===== src/rtl/station_display_scheduler.sv =====
// Station display scheduler: round-robin sharing of one SSegDriver between
// NUM_STN station sensors. A winning station's temperature is latched, the
// driver is enabled until it reports a conversion, held for a fixed dwell,
// then dropped for a fixed gap before the next station is considered.
module station_display_scheduler #(
  parameter int NUM_STN     = 4,
  parameter int DWELL_CYC   = 100,
  parameter int GAP_CYC     = 4,
  parameter int TIMEOUT_CYC = 200
) (
  input  logic                   CLK,
  input  logic                   RESETn,
  input  logic [NUM_STN-1:0]     stn_req,
  input  logic [12*NUM_STN-1:0]  stn_temp,
  input  logic                   drv_display,
  output logic                   drv_enable,
  output logic [11:0]            drv_temp,
  output logic [NUM_STN-1:0]     grant,
  output logic [2:0]             active_id,
  output logic                   busy,
  output logic                   timeout_err
);

  localparam int MAX_AB  = (DWELL_CYC > GAP_CYC) ? DWELL_CYC : GAP_CYC;
  localparam int MAX_CYC = (MAX_AB > TIMEOUT_CYC) ? MAX_AB : TIMEOUT_CYC;
  localparam int CNT_W   = $clog2(MAX_CYC) + 1;

  localparam logic [CNT_W-1:0] TIMEOUT_LAST = CNT_W'(TIMEOUT_CYC - 1);
  localparam logic [CNT_W-1:0] DWELL_LAST   = CNT_W'(DWELL_CYC - 1);
  localparam logic [CNT_W-1:0] GAP_LAST     = CNT_W'(GAP_CYC - 1);
  localparam logic [2:0]       LAST_ID      = 3'(NUM_STN - 1);

  typedef enum logic [2:0] {IDLE, LATCH, ENABLE, DWELL, GAP} state_t;

  state_t             stateReg, stateNext;
  logic [CNT_W-1:0]   cntReg, cntNext;
  logic [2:0]         rrPtrReg, rrPtrNext;
  logic [NUM_STN-1:0] grantReg, grantNext;
  logic [2:0]         activeIdReg, activeIdNext;
  logic [11:0]        drvTempReg, drvTempNext;
  logic               drvEnableReg, drvEnableNext;
  logic               busyReg, busyNext;
  logic               timeoutReg, timeoutNext;

  // Requests and temperatures padded to 8 stations so a 3-bit index is always in range.
  logic [7:0]  reqPad;
  logic [11:0] tempArr [8];

  assign reqPad = 8'(stn_req);

  generate
    for (genvar gi = 0; gi < 8; gi++) begin : g_unpack
      if (gi < NUM_STN) begin : g_real
        assign tempArr[gi] = stn_temp[12*gi +: 12];
      end else begin : g_pad
        assign tempArr[gi] = 12'd0;
      end
    end
  endgenerate

  // Candidate k is the station k places above the round-robin pointer, with wrap.
  logic [2:0]         candIdx [NUM_STN];
  logic [NUM_STN-1:0] candHit;

  generate
    for (genvar gi = 0; gi < NUM_STN; gi++) begin : g_cand
      logic [3:0] sum;
      assign sum          = {1'b0, rrPtrReg} + 4'(gi);
      assign candIdx[gi]  = (sum >= 4'(NUM_STN)) ? 3'(sum - 4'(NUM_STN)) : sum[2:0];
      assign candHit[gi]  = reqPad[candIdx[gi]];
    end
  endgenerate

  logic               winHit;
  logic [2:0]         winIdx;
  logic [NUM_STN-1:0] winGrant;

  // Pick the nearest requesting candidate; scanning downward lets the lowest offset win.
  always_comb begin
    winHit = 1'b0;
    winIdx = 3'd0;
    for (int k = NUM_STN - 1; k >= 0; k--) begin
      if (candHit[k]) begin
        winHit = 1'b1;
        winIdx = candIdx[k];
      end
    end
    winGrant = NUM_STN'(1) << winIdx;
  end

  // Next-state and next-output decode; every output is registered from these.
  always_comb begin
    stateNext    = stateReg;
    cntNext      = cntReg;
    rrPtrNext    = rrPtrReg;
    grantNext    = grantReg;
    activeIdNext = activeIdReg;
    drvTempNext  = drvTempReg;
    timeoutNext  = 1'b0;

    case (stateReg)
      IDLE: begin
        if (winHit) begin
          grantNext    = winGrant;
          activeIdNext = winIdx;
          cntNext      = '0;
          stateNext    = LATCH;
        end
      end
      LATCH: begin
        drvTempNext = tempArr[activeIdReg];
        cntNext     = '0;
        stateNext   = ENABLE;
      end
      ENABLE: begin
        // A display arriving on the last allowed cycle still wins over the timeout.
        if (drv_display) begin
          cntNext   = '0;
          stateNext = DWELL;
        end else if (cntReg == TIMEOUT_LAST) begin
          timeoutNext = 1'b1;
          cntNext     = '0;
          stateNext   = GAP;
        end else begin
          cntNext = cntReg + 1'b1;
        end
      end
      DWELL: begin
        if (cntReg == DWELL_LAST) begin
          cntNext   = '0;
          stateNext = GAP;
        end else begin
          cntNext = cntReg + 1'b1;
        end
      end
      GAP: begin
        if (cntReg == GAP_LAST) begin
          cntNext      = '0;
          grantNext    = '0;
          activeIdNext = 3'd0;
          rrPtrNext    = (activeIdReg == LAST_ID) ? 3'd0 : activeIdReg + 3'd1;
          stateNext    = IDLE;
        end else begin
          cntNext = cntReg + 1'b1;
        end
      end
      default: begin
        cntNext   = '0;
        stateNext = IDLE;
      end
    endcase

    drvEnableNext = (stateNext == ENABLE) || (stateNext == DWELL);
    busyNext      = (stateNext != IDLE);
  end

  // State and output registers; reset clears everything immediately, even mid-service.
  always_ff @(posedge CLK or negedge RESETn) begin
    if (!RESETn) begin
      stateReg     <= IDLE;
      cntReg       <= '0;
      rrPtrReg     <= 3'd0;
      grantReg     <= '0;
      activeIdReg  <= 3'd0;
      drvTempReg   <= 12'd0;
      drvEnableReg <= 1'b0;
      busyReg      <= 1'b0;
      timeoutReg   <= 1'b0;
    end else begin
      stateReg     <= stateNext;
      cntReg       <= cntNext;
      rrPtrReg     <= rrPtrNext;
      grantReg     <= grantNext;
      activeIdReg  <= activeIdNext;
      drvTempReg   <= drvTempNext;
      drvEnableReg <= drvEnableNext;
      busyReg      <= busyNext;
      timeoutReg   <= timeoutNext;
    end
  end

  assign drv_enable  = drvEnableReg;
  assign drv_temp    = drvTempReg;
  assign grant       = grantReg;
  assign active_id   = activeIdReg;
  assign busy        = busyReg;
  assign timeout_err = timeoutReg;

endmodule


===== config.mk =====
export PLATFORM = sky130hd
export DESIGN_NAME = station_display_scheduler
export DESIGN_NICKNAME = d
export VERILOG_FILES = /design/src/rtl/station_display_scheduler.sv
export SDC_FILE = /design/constraint.sdc
export NUM_CORES = 1
export LEC_CHECK = 0
export ABC_CLOCK_PERIOD_IN_PS = 4650
export BUFFER_PORTS_ARGS = -buffer_cell sky130_fd_sc_hd__buf_4
export CAP_MARGIN = 30
export CORE_MARGIN = 2
export CORE_UTILIZATION = 45
export DETAILED_ROUTE_END_ITERATION = 7
export PLACE_DENSITY_LB_ADDON = 0.3
export SYNTH_ARGS = -nofsm -noshare
export SYNTH_HDL_FRONTEND = slang
export SYNTH_SLANG_ARGS = --single-unit

===== constraint.sdc =====
create_clock -name CLK -period 4.65 [get_ports CLK]
set_input_delay 0.2325 -clock CLK [delete_from_list [all_inputs] [get_ports CLK]]
set_output_delay 0.2325 -clock CLK [all_outputs]
set_load 0.01 [all_outputs]

==> impl_metrics.py <==
metrics = {
    "finish": {
        "final_cells": 352,
        "layout_common_cells": "76 x buf_4, 37 x dfrtp_1, 16 x nand2_1",
        "final_area_mm2": 0.00299,
        "layout_commonest_cell": "buf_4",
        "multiInputGateArea_mm2": 0.00129,
        "post_route_cells_drive_above_1_share_pct": 36.8,
        "register_area_um2": 926,
        "antennaDiodeCount": 0,
        "fin_nets": 344,
        "syn2layout_area_growth_pct": 30.2,
        "fill_cells": 437,
    },
    "clock_network": {
        "cts_setup_buffers": 0,
        "cts_hold_buffers": 1,
        "path_clk_slew_ps": 70,
        "cts_resized": 0,
        "cts_tree": "yes",
        "cts_inserted_buffers": 5,
        "cts_buffer_depth": 2,
        "insertion_delay_ps": 290,
        "clock-sinks": 37,
        "cts_root_buf": "clkbuf_8",
        "htree_levels": 2,
    },
    "grt": {
        "overflow": 0,
        "grt_usage_pct": 21.4,
        "grtUsageMet1_pct": 28.4,
        "antenna_found_initial": 0,
        "grt_pass1_wl_mm": 9.18,
        "grt_max_degree": 38,
        "busiest_layer": "met2",
        "grt_pass1_vias": 1956,
        "use_met2_pct": 34.4,
        "grt_util_met3_pct": 5.82,
    },
    "synth": {
        "synth_fp_nets": 273,
        "synth_ff_type": "dfrtp_1",
        "synth_edf_count": 0,
        "yosysUniqueCellTypes": 50,
        "ys_top_cells_by_area": "dfrtp_1 40%, mux4_2 12%, a22o_1 5.0%",
        "syn_avg_cell_area_um2": 10.7,
        "ys_async_sr_fraction_pct": 100,
        "seq_area_frac_synth_pct": 40.3,
        "synth_top_area_share_pct": 40.3,
        "synthCells": 214,
        "ys_ff_latch": 37,
        "ys_warn_count": 0,
        "synth_area_mm2": 0.00230,
        "yosysTopAreaCell": "dfrtp_1",
    },
    "floorplanning": {
        "pin_count": 77,
        "start_util_pct": 47.7,
        "die_width_um": 75.4,
        "die_h_um": 75.4,
        "std_cell_rows": 25,
        "dieArea_mm2": 0.00569,
        "coreArea_mm2": 0.00482,
    },
    "placed_design": {
        "postPlaceCellArea_mm2": 0.00289,
        "dp_cells": 344,
        "hpwl_mm": 4.31,
        "io_buffers": 76,
        "gp_congestion": 0.866,
    },
    "drt": {
        "drtIter0Drc": 94,
        "ant_nets": 0,
        "wl_mm": 5.65,
        "viasPerCell": 5.80,
        "drc_errors": 0,
        "drt_first_pass_iters": 4,
        "post_drt_wl_per_cell_um": 16.1,
        "vias": 2040,
    },
    "timing": {
        "post-route-period-util_pct": 54.8,
        "finalSetupTns_ps": 0,
        "hold_ws_ps": 201,
        "setup_viol": 0,
        "rsz0062_at_grt": "no",
        "slew_viol_final": 0,
        "timing.fmax_ghz": 0.392,
        "finalHoldViolCount": 0,
        "slew_headroom_pct": 42.1,
        "post-route-min-period_ps": 2550,
        "tightestPinTransition_ps": 868,
        "worst_clock_skew_ps": 8.96,
    },
    "pwr": {
        "p_leak_nw": 1.38,
        "peakVddDrop_uv": 240,
        "power.density_mw_per_mm2": 454,
        "finalPower_mw": 1.36,
    },
    "min_path": {
        "hold_class": "input pin to register",
    },
    "setup_path": {
        "reg2regPathDepth": 7,
        "cp-endpoint": "active_id[1]",
        "crit_required_ps": 4860,
        "critPathKind": "register to register",
        "r2r-end": "active_id[1]",
        "reg2reg_from": "rrPtrReg[0]",
        "r2r_slack_ps": 2100,
        "critPathMaxFanout": 15,
        "startpoint_type": "register",
        "cp-end-kind": "register",
        "cp_data_arrival_time_ps": 2760,
        "crit_start": "rrPtrReg[0]",
    },
    "outcome": {
        "run_status": "completed",
    },
    "job": {
        "maxCapViolCount": 0,
    },
}
-- logic make-up (layout without fill, tap and decap cells) --
logic type,count (synthesis),after routing,share of synthesized area (%)
simple gates,73,73,17.8
compound gates,62,62,21.0
flops,37,37,40.3
mux,20,20,15.4
buf+inv,18,89,3.32
fa+ha+maj,4,4,2.18
-- critical path, stage by stage, from the launching register on --
cell and delay [ps]:
dfrtp_1 620, inv_1 160, ha_1 240, and3b_1 220, o22ai_1 130, o32a_1 370
o21ai_1 450, mux2i_1 280
-- per-layer routing --
metal | vias up | share of wire (%)
met3 | 8 | 5.8
li1 | 974 | -
met4 | 0 | 1.5
met1 | 979 | 45
met5 | - | 0
met2 | 79 | 48
-- report_power, final --
group | switching (mW) | internal [mW]
Sequential | 0.120 | 0.421
Clock | 0.108 | 0.118
Combinational | 0.255 | 0.334
-- state kept, by name (all words and copies together), names as in the netlist --
| signal | flops |
|---|---|
| drv_temp | 12 |
| active_id | 3 |
| cntReg | 9 |
| drv_enable | 1 |
| busy | 1 |
| grant | 4 |
| timeout_err | 1 |
| rrPtrReg | 3 |
| stateReg | 3 |
-- stage by stage --
stage                     setup slack, ps  utilization (%)
after floorplan                      2420                -
after global placement               2200             60.1
after detailed placement             2180             60.1
after CTS                            2100             62.1
after global routing                 1880             62.1
final                                2100             62.1
-- cell usage after synthesis (2+ instances only) --
cell	count
o31ai_1	5
nand2_1	16
nand3_1	6
o21ai_0	10
a211o_1	4
nor2b_1	6
or3_1	4
mux2i_1	5
buf_2	4
a22o_1	13
and3_1	8
a32o_1	2
inv_1	5
or2_2	3
nor2_1	7
o32ai_1	3
dfrtp_1	37
mux4_2	12
ha_1	4
a31oi_1	2
a21oi_1	8
clkbuf_1	7
nand2b_1	5
a21o_1	2
nor3_1	8
nor3b_1	2
mux2_2	3
-- final cells by class --
class / instances / share of cell area (%)
inverters: 5 / 0.628
well taps: 67 / 2.80
flip-flops and latches: 37 / 31.0
repair buffers: 77 / 19.4
multi-input cells: 159 / 43.3
clock buffers: 7 / 2.89
-- worst min path at each step --
stage / start / end / slack, ps / cells after the start
CTS: drv_display / stateReg[0] / 200 / 3
floorplan: RESETn / active_id[0] / -60 / 0
global placement: RESETn / drv_enable / 220 / 1
finish: drv_display / stateReg[0] / 200 / 3
global route: drv_display / stateReg[0] / 200 / 3
detailed placement: RESETn / drv_enable / 220 / 1
Power figures use the tool's default switching activity.
